===== src/rtl/ula_pkg.sv =====
// Shared ULA datapath types: operand/counter widths, divider front-end FSM states, requester id.
package ula_pkg;
  localparam int A_W   = 5;
  localparam int B_W   = 4;
  localparam int CNT_W = 8;

  typedef enum logic [1:0] {
    IDLE = 2'd0,
    CALC = 2'd1,
    RESP = 2'd2
  } state_t;

  typedef logic id_t;
endpackage


===== src/rtl/divisao_5por4.sv =====
// Combinational 5-bit by 4-bit quotient core; a zero divisor yields a zero quotient.
module divisao_5por4 (
  input  logic [4:0] a,
  input  logic [3:0] b,
  output logic [4:0] s
);
  // Quotient with the zero-divisor case forced to 0
  always_comb begin
    s = 5'd0;
    if (b == 4'd0) begin
      s = 5'd0;
    end else begin
      s = a / {1'b0, b};
    end
  end
endmodule


===== src/rtl/rr_arb2.sv =====
// Two-input round-robin grant: the pointer only matters when both requesters are valid.
module rr_arb2
  import ula_pkg::*;
(
  input  logic [1:0] i_valid,
  input  id_t        i_rr,
  output logic [1:0] o_gnt,
  output id_t        o_gnt_id
);
  // Grant selection from valid pattern and pointer
  always_comb begin
    o_gnt    = 2'b00;
    o_gnt_id = 1'b0;
    case (i_valid)
      2'b01: begin
        o_gnt    = 2'b01;
        o_gnt_id = 1'b0;
      end
      2'b10: begin
        o_gnt    = 2'b10;
        o_gnt_id = 1'b1;
      end
      2'b11: begin
        o_gnt    = i_rr ? 2'b10 : 2'b01;
        o_gnt_id = i_rr;
      end
      default: begin
        o_gnt    = 2'b00;
        o_gnt_id = 1'b0;
      end
    endcase
  end
endmodule


===== src/rtl/div_arbiter_2ch.sv =====
// Two-requester round-robin front-end for the shared 5/4 divider core.
// Build option: DIV_ZERO_FLAG_EN adds the registered divide-by-zero flag (dz tied low otherwise).
module div_arbiter_2ch
  import ula_pkg::*;
(
  input  logic             clk,
  input  logic             rst_n,
  input  logic [1:0]       req_valid,
  output logic [1:0]       req_ready,
  input  logic [A_W-1:0]   a0,
  input  logic [A_W-1:0]   a1,
  input  logic [B_W-1:0]   b0,
  input  logic [B_W-1:0]   b1,
  output logic [1:0]       rsp_valid,
  input  logic [1:0]       rsp_ready,
  output logic [A_W-1:0]   s,
  output logic             dz,
  output logic             busy,
  output logic [CNT_W-1:0] op_cnt
);
  localparam logic [CNT_W-1:0] CNT_MAX = {CNT_W{1'b1}};
  localparam logic [CNT_W-1:0] CNT_ONE = {{(CNT_W-1){1'b0}}, 1'b1};

  state_t           r_state;
  id_t              r_id;
  id_t              r_rr;
  logic [A_W-1:0]   r_a;
  logic [B_W-1:0]   r_b;
  logic [A_W-1:0]   r_s;
  logic [1:0]       r_rsp_valid;
  logic             r_busy;
  logic [CNT_W-1:0] r_cnt;
  logic [1:0]       w_gnt;
  id_t              w_gnt_id;
  logic [A_W-1:0]   w_q;
  logic [1:0]       w_req_ready;

  rr_arb2 u_arb (
    .i_valid  (req_valid),
    .i_rr     (r_rr),
    .o_gnt    (w_gnt),
    .o_gnt_id (w_gnt_id)
  );

  divisao_5por4 u_core (
    .a (r_a),
    .b (r_b),
    .s (w_q)
  );

  // Requests are only accepted in IDLE, never while a result is outstanding
  always_comb begin
    w_req_ready = 2'b00;
    if (r_state == IDLE) begin
      w_req_ready = w_gnt;
    end else begin
      w_req_ready = 2'b00;
    end
  end

  // Main FSM: accept, compute, hold result until the winner takes it
  always_ff @(posedge clk or negedge rst_n) begin
    if (!rst_n) begin
      r_state     <= IDLE;
      r_id        <= 1'b0;
      r_rr        <= 1'b0;
      r_a         <= {A_W{1'b0}};
      r_b         <= {B_W{1'b0}};
      r_s         <= {A_W{1'b0}};
      r_rsp_valid <= 2'b00;
      r_busy      <= 1'b0;
      r_cnt       <= {CNT_W{1'b0}};
    end else begin
      case (r_state)
        IDLE: begin
          if (|req_valid) begin
            r_id    <= w_gnt_id;
            r_a     <= w_gnt_id ? a1 : a0;
            r_b     <= w_gnt_id ? b1 : b0;
            r_busy  <= 1'b1;
            r_state <= CALC;
          end
        end
        CALC: begin
          r_s         <= w_q;
          r_rsp_valid <= r_id ? 2'b10 : 2'b01;
          r_state     <= RESP;
        end
        RESP: begin
          if (rsp_ready[r_id]) begin
            if (r_cnt != CNT_MAX) begin
              r_cnt <= r_cnt + CNT_ONE;
            end
            r_rr        <= ~r_id;
            r_rsp_valid <= 2'b00;
            r_busy      <= 1'b0;
            r_state     <= IDLE;
          end
        end
        default: begin
          r_rsp_valid <= 2'b00;
          r_busy      <= 1'b0;
          r_state     <= IDLE;
        end
      endcase
    end
  end

`ifdef DIV_ZERO_FLAG_EN
  logic r_dz;

  // Zero-divisor flag captured alongside the quotient
  always_ff @(posedge clk or negedge rst_n) begin
    if (!rst_n) begin
      r_dz <= 1'b0;
    end else if (r_state == CALC) begin
      r_dz <= (r_b == {B_W{1'b0}});
    end
  end

  assign dz = r_dz;
`else
  assign dz = 1'b0;
`endif

  assign req_ready = w_req_ready;
  assign rsp_valid = r_rsp_valid;
  assign s         = r_s;
  assign busy      = r_busy;
  assign op_cnt    = r_cnt;
endmodule


===== config.mk =====
export PLATFORM = sky130hd
export DESIGN_NAME = div_arbiter_2ch
export DESIGN_NICKNAME = d
export VERILOG_FILES = /design/src/rtl/ula_pkg.sv /design/src/rtl/divisao_5por4.sv /design/src/rtl/rr_arb2.sv /design/src/rtl/div_arbiter_2ch.sv
export SDC_FILE = /design/constraint.sdc
export NUM_CORES = 1
export LEC_CHECK = 0
export BUFFER_PORTS_ARGS = -buffer_cell sky130_fd_sc_hd__buf_2
export CAP_MARGIN = 15
export CORE_MARGIN = 4
export CORE_UTILIZATION = 45
export DETAILED_ROUTE_END_ITERATION = 7
export PLACE_DENSITY = 0.69
export SLEW_MARGIN = 20
export SYNTH_ARGS = -nofsm -noshare
export SYNTH_HDL_FRONTEND = slang
export SYNTH_SLANG_ARGS = --single-unit

===== constraint.sdc =====
create_clock -name clk -period 9.8 [get_ports clk]
set_clock_uncertainty 0.2 [all_clocks]
set_input_delay 2.45 -clock clk [delete_from_list [all_inputs] [get_ports clk]]
set_output_delay 2.45 -clock clk [all_outputs]
set_load 0.01 [all_outputs]

==> results of run 1 <==
area by class of cell:
cell class              count  share of cell area
multi-input cells         149              0.4752
clock inverters             1             0.01351
well taps                  50             0.02815
flip-flops and latches     29              0.3266
clock buffers               7             0.03885
repair buffers             41             0.09234
inverters                  15             0.02534
critical path, cell delays in order:
cell     delay [ns]
buf_2          0.12
inv_1          0.05
o21ai_2        0.54
nor3_1         0.14
buf_2          0.18
worst max-delay path by stage:
stage | endpoint | slack (ns)
2_1_floorplan | req_ready[1] | 4.08
3_3_place_gp | req_ready[1] | 3.35
3_5_place_dp | req_ready[1] | 3.30
4_1_cts | req_ready[1] | 3.30
5_1_grt | s[0]$_DFFE_PN0P_ | 3.51
6_report | req_ready[1] | 3.67
logic make-up after synthesis:
group,share of synthesized area
AOI/OAI and AO/OA,0.1447
xor gates and xnor gates,0.04219
adders and majority gates,0.1072
buffers and inverters,0.05023
DFF,0.3885
muxes,0.1005
other,0.002007
and+or+nand+nor,0.1648
metal layers:
metal / track usage / vias to the layer above / part of all wire
li1: - / 773 / -
met2: 0.2599 / 36 / 0.45
met1: 0.2047 / 683 / 0.48
met3: 0.04294 / 4 / 0.052
met4: 0.04098 / 0 / 0.0094
met5: 0 / - / 0
sequential cells by signal, summed over array words and instances, names as in the netlist:
| register | cells |
|---|---|
| op_cnt | 8 |
| r_b | 4 |
| r_rr | 1 |
| r_a | 5 |
| s | 5 |
| busy | 1 |
| r_id | 1 |
| rsp_valid | 2 |
| r_state | 2 |
cells in the final DEF, fill, tap and decap left out, types with 2 or more instances in the layout:
cell / netlist / final
inv_1: 15 / 15
o21ai_0: 17 / 15
mux2i_1: 15 / 15
nand2_1: 24 / 24
clkbuf_8: 0 / 6
buf_2: 3 / 41
nor2_1: 14 / 14
dfrtp_1: 29 / 29
a21oi_1: 7 / 7
xor2_1: 4 / 4
mux2_2: 2 / 2
ha_1: 16 / 16
a21o_1: 4 / 4
nand4_1: 2 / 2
xnor2_1: 5 / 5
o21ai_2: 0 / 2
or3_1: 2 / 2
nand3_1: 4 / 4
o211ai_1: 2 / 2
o21a_1: 5 / 5
nor3_1: 3 / 3
nand2b_1: 3 / 3
cells in the mapped netlist:
library cell | count | area, um2
o211a_1 | 1 | 10.01
a21oi_2 | 1 | 8.760
and3b_1 | 1 | 8.760
or2b_2 | 1 | 8.760
mux2i_1 | 15 | 150.1
a21o_1 | 4 | 30.03
xor2_1 | 4 | 35.03
clkbuf_1 | 4 | 15.01
o21a_1 | 5 | 37.54
dfrtp_1 | 29 | 725.7
nor2b_1 | 1 | 6.260
nor3_1 | 3 | 15.01
conb_1 | 1 | 3.750
buf_2 | 3 | 15.01
a21oi_1 | 7 | 35.03
nor2_1 | 14 | 52.55
nand4b_1 | 1 | 8.760
nand3_1 | 4 | 20.02
and4b_1 | 1 | 10.01
nand2_1 | 24 | 90.09
or3_1 | 2 | 12.51
mux2_2 | 2 | 22.52
inv_1 | 15 | 56.30
nand4_1 | 2 | 12.51
ha_1 | 16 | 200.2
a22o_1 | 1 | 8.760
a211o_2 | 1 | 10.01
or2_2 | 1 | 6.260
a22o_2 | 1 | 10.01
xnor2_1 | 5 | 43.79
nand2b_4 | 1 | 13.76
mux2_4 | 1 | 15.01
nand3b_1 | 1 | 7.510
o211ai_1 | 2 | 15.01
o21ai_0 | 17 | 85.08
o21ai_1 | 1 | 5.000
a2111oi_0 | 1 | 8.760
nand2b_1 | 3 | 18.77
nor3_2 | 1 | 10.01
nor4_1 | 1 | 6.260
buf_4 | 1 | 7.510
o22ai_1 | 1 | 6.260
through the flow:
step / power (mW) / setup slack, ns / hold WS (ns)
2_1_floorplan: 0.7633 / 4.080 / 0.2647
3_3_place_gp: 0.8775 / 3.351 / 0.2656
3_5_place_dp: 0.8967 / 3.304 / 0.2699
4_1_cts: 1.032 / 3.299 / 0.2837
5_1_grt: 1.146 / 3.508 / 0.3178
6_report: 1.021 / 3.668 / 0.2733
power breakdown:
group	switching, mW	total [mW]	internal, mW
sequential	0.0490	0.220	0.171
clock	0.0456	0.128	0.0828
combinational	0.340	0.673	0.333
==> key figures, run 1 <==
Final layout
  • Finished Layout Cells: 292
  • Finished Cell Area: 2222 um2
  • Layout cells sized above 1: 0.2479
  • Multi-input gate area: 1056 um2
  • Register area: 725.7 um2
  • Final nets: 281
  • Area Growth Syn to Fin: 18.96%
  • Fill count: 386
  • Fin util: 0.5555
  • Antenna cells: 0

Global routing
  • GRT Overall Usage: 0.1576
  • Antenna violations before repair: 0
  • Largest net degree at the start of global routing: 30
  • Vias in the first global route: 1,483
  • First-pass GRT wire length: 6561 um
  • Gr ovfl total: 0

Detailed routing
  • Routed wire per std cell: 12.77 um
  • Via count: 1,496
  • Vias per inst: 5.123
  • Routed Antenna Nets: 0
  • Number of remaining DRC errors: 0
  • Post-Route WL: 3728 um
  • DRT iter0 DRCs: 66
  • Drt first pass iters: 4

Setup path
  • Crit end category: output port
  • Critical Path Fanout Max: 10
  • Required @ worst endpoint: 7.15 ns
  • Worst reg2reg endpoint: s[0]$_DFFE_PN0P_
  • Crit start category: input pin
  • Crit path launch: req_valid[0]
  • Crit path kind: input pin to output port
  • WP data arrival: 3.48 ns
  • Reg-to-reg setup timing slack: 4.03 ns
  • Reg2Reg Depth: 23
  • Reg2Reg Launch Point: r_b[0]$_DFFE_PN0P_

Synthesis
  • Avg Synthesized Cell Area: 9.294 um2
  • Post-synthesis cell type count: 42
  • Syn nets: 241
  • Cell Area, Synth: 1868 um2
  • Cells after Synth: 201
  • Post-synthesis sequential area ratio: 0.3885
  • #FFs+latches synth: 29
  • Number of synthesis warnings: 0

STA
  • Setup TNS: 0 ns
  • Worst-Margin Slew: 0.6882 ns
  • RSZ-0062 raised after global routing: no
  • Hold Fails Final Rpt: 0
  • Worst rel slew slack: 0.5412
  • Final min period: 6.132 ns
  • Final Cycle Share: 0.6258
  • Max Slew Vio Count: 0
  • Fmax: 0.1631 GHz
  • Setup-failing EPs final: 0

Hold path
  • Hold Crit Depth: 2
  • Hold crit path type: flop to flop
  • Hold path startpoint: s[4]$_DFFE_PN0P_
  • Hold Path End: s[4]$_DFFE_PN0P_

Clocking
  • Clock Path Buffers: 2
  • Setup Buffers After CTS: 0
  • Post-CTS sizing: 0
  • CTS Root Cell: clkbuf_8
  • Clk_lat worst skew: 0.28 ns
  • Num CTS Buffers: 5
  • CTS tree: built
  • Worst-path clk slew: 0.06 ns
  • Hold buffers post-CTS: 0
  • Clock sinks: 29
  • Htree depth: 2

Floorplanning
  • Die Y: 72.43 um
  • Starting Density: 0.4670
  • I/O pin total: 43
  • Site row count: 23
  • Core area: 4000 um2
  • Die Area: 5246 um2
  • Die X: 72.43 um

Place
  • Cell count after placement: 284
  • GPL Wtd Cong: 0.7636
  • Placed cell area: 2098 um2
  • Number of port buffers: 41
  • Final HPWL DP: 2957 um

Power
  • Worst ir drop on vdd: 0.1904 mV
  • PD cells: 459.7 nW/um2
  • Static Leakage: 1.195 nW

Outcome
  • Status: complete, no violations

Flow run
  • Maxcap violations: 0
Note: power is estimated with default switching activity, not from simulation.
==> run 2, diff against run 1 <==
PLACE_DENSITY = 0.71   (was 0.69)
clock period = 5.4 ns   (was 9.8 ns; I/O delays follow)
==> run 2 against run 1 <==
  * Register-to-register slack lost 3.9 ns
  * Critical path depth grew 17
  * Hold slack gained 0.015 ns
  * Setup slack lost 3.5 ns
  * Global-route usage shrank 0.078 points
  * Via count grew 3.7%
  * Core utilization grew 3.8 points
  * Sequential cell count is the same
  * Die area is the same
  * Sequential share of layout area shrank 2.1 points
  * Critical path type is now flop to flop
==> key figures, run 2 (synthesis results as in run 1) <==
Outcome
  • Status: complete, no violations

STA
  • Worst rel slew slack: 0.5416 (about the same)
  • Hold Fails Final Rpt: 0 (unchanged)
  • Final Cycle Share: 0.9733
  • Fmax: 0.1903 GHz
  • Setup-failing EPs final: 0 (unchanged)
  • Worst-Margin Slew: 0.6874 ns (-0.0007227 ns)
  • RSZ-0062 raised after global routing: yes
  • Setup TNS: 0 ns (unchanged)
  • Final min period: 5.256 ns
  • Max Slew Vio Count: 0 (unchanged)

Setup path
  • Reg2Reg Depth: 22 (-4.3%)
  • Critical Path Fanout Max: 4 (-6)
  • Slowest cell delay on critical path: 0.42 ns (-0.12 ns)
  • Required @ worst endpoint: 5.35 ns (-1.80 ns)
  • Reg2Reg Launch Point: r_b[1]$_DFFE_PN0P_
  • Worst path top cell family by delay: compound AO/OA/AOI/OAI gates
  • Reg-to-reg setup timing slack: 0.14 ns (-3.89 ns)
  • Worst reg2reg endpoint: s[0]$_DFFE_PN0P_
  • WP data arrival: 5.21 ns (+1.73 ns)
  • Slowest-stage cell, CP: dfrtp_1
  • Crit start category: flop
  • Crit end category: flop
  • Bufs and invs on worst path: 1 (-2)
  • Crit path kind: flop to flop
  • Worst path cell trace: nor3_4 -> buf_4 -> a21oi_2 -> ha_1 -> o21a_1 -> o21ai_2 -> mux2i_2 -> ha_1 -> o21a_1 -> o211a_1 -> nand2b_4 -> mux2_4 -> ha_4 -> and4b_1 -> o21a_1 -> or2_4 -> mux2i_1 -> ha_1 -> a21o_1 -> a21o_1 -> a2111oi_2 -> o22ai_1

Hold path
  • Hold path startpoint: op_cnt[7]$_DFFE_PN0P_
  • Hold Crit Depth: 1 (-1)
  • Hold crit path type: flop to flop
  • Hold Path End: op_cnt[7]$_DFFE_PN0P_

Clocking
  • Num CTS Buffers: 5 (unchanged)
  • Clk_lat worst skew: 0.28 ns (about the same)
  • CTS Root Cell: clkbuf_8
  • Htree depth: 2 (unchanged)
  • Clock sinks: 29 (unchanged)
  • Clock Path Buffers: 2 (unchanged)
  • Hold buffers post-CTS: 0 (unchanged)
  • CTS tree: built
  • Worst-path clk slew: 0.06 ns (about the same)

Floorplanning
  • Die Y: 72.43 um (unchanged)
  • Die X: 72.43 um (unchanged)
  • Core area: 4000 um2 (unchanged)
  • Die Area: 5246 um2 (unchanged)
  • I/O pin total: 43 (unchanged)
  • Starting Density: 0.4670 (unchanged)
  • Site row count: 23 (unchanged)

Detailed routing
  • Drt first pass iters: 4 (unchanged)
  • Number of remaining DRC errors: 0 (unchanged)
  • Post-Route WL: 3928 um (+5.4%)
  • DRT iter0 DRCs: 51 (-23%)
  • Routed Antenna Nets: 0 (unchanged)
  • Routed wire per std cell: 12.96 um (+1.5%)
  • Via count: 1,551 (+3.7%)
  • Vias per inst: 5.119 (about the same)

Final layout
  • Most common cell after layout, fill and taps aside: buf_2
  • Fill count: 325 (-16%)
  • Most frequent cells in the layout: buf_2, dfrtp_1, nand2_1
  • Area Growth Syn to Fin: 27.19%
  • Finished Cell Area: 2376 um2 (+6.9%)
  • Antenna cells: 0 (unchanged)
  • Max reg flops: 8 (unchanged)
  • Layout cells sized above 1: 0.3281 (+0.08013)
  • Final nets: 292 (+3.9%)

Global routing
  • First-pass GRT wire length: 6423 um (-2.1%)
  • Largest net degree at the start of global routing: 30 (unchanged)
  • Gr ovfl total: 0 (unchanged)
  • Vias in the first global route: 1,441 (-2.8%)
  • Antenna violations before repair: 0 (unchanged)
  • GRT Overall Usage: 0.1568 (-0.0007796)

Place
  • Final HPWL DP: 2913 um (-1.5%)
  • Placed cell area: 2151 um2 (+2.5%)
  • GPL Wtd Cong: 0.8413 (+10%)
  • Number of port buffers: 41 (unchanged)

Flow run
  • Maxcap violations: 0 (unchanged)
==> run 2: changes by cell type in the layout (fill, tap and decap cells not counted), moves of 2 or more <==
cell | before | now
a21oi_1 | 7 | 4
a21oi_2 | 1 | 4
buf_4 | 0 | 11
ha_1 | 16 | 12
ha_4 | 0 | 4
mux2i_1 | 15 | 13
mux2i_2 | 0 | 2
==> run 2: repair_timing <==
item                       CTS  global route
pin swaps                    1             8
gates resized for setup      4            11
setup buffers                0             4
setup endpoints to repair    1             1
hold endpoints to repair     0             0
==> run 2: stage by stage <==
step | instances | hold slack, ns | util | setup WS [ns]
CTS | 299 | 0.2897 | 0.5671 | 0.01010
detailed placement | 291 | 0.2809 | 0.5377 | -0.1156
finish | 303 | 0.2881 | 0.5940 | 0.1442
global placement | 291 | 0.2729 | 0.5377 | 0.08054
floorplan | 201 | 0.2647 | - | 0.04895
global route | 303 | 0.2979 | 0.5940 | -0.09523
==> run 2: worst max-delay path by stage <==
stage / startpoint / end / cells after the start
floorplan: r_b[0]$_DFFE_PN0P_ / s[0]$_DFFE_PN0P_ / 23
global placement: r_b[1]$_DFFE_PN0P_ / s[0]$_DFFE_PN0P_ / 22
detailed placement: r_b[1]$_DFFE_PN0P_ / s[0]$_DFFE_PN0P_ / 22
CTS: r_b[2]$_DFFE_PN0P_ / s[0]$_DFFE_PN0P_ / 22
global route: r_b[1]$_DFFE_PN0P_ / s[0]$_DFFE_PN0P_ / 24
finish: r_b[1]$_DFFE_PN0P_ / s[0]$_DFFE_PN0P_ / 22
==> run 2: metal layers <==
metal  wire length [um]  global-route usage  share of wire  vias up
li1                   -                   -              -      791
met2               1745              0.2457           0.44       42
met1               1863              0.2033           0.47      712
met3                248             0.03463          0.063        6
met5                  0                   0              0        -
met4                 71             0.07992          0.018        0
==> run 2: final cells by class <==
cell class / instances / area, um2 / share of cell area
multi-input cells: 149 / 1142 / 0.4808
flip-flops and latches: 29 / 725.7 / 0.3054
repair buffers: 52 / 287.8 / 0.1211
clock buffers: 7 / 96.34 / 0.04055
well taps: 50 / 62.56 / 0.02633
inverters: 15 / 56.30 / 0.02370
clock inverters: 1 / 5.005 / 0.002106
==> run 2: worst register-to-register path, delay by kind of cell, from the launching register on <==
family          cells  cell delay (ns)
compound gates     10             1.68
fa+ha+maj           4             1.10
buf+inv             1             0.16
flops               1             0.42
mux                 3             0.70
simple gates        4             0.86
Power of run 2 is not shown: default switching activity piles up to over one toggle a cycle in this logic, so the estimate is an artifact.
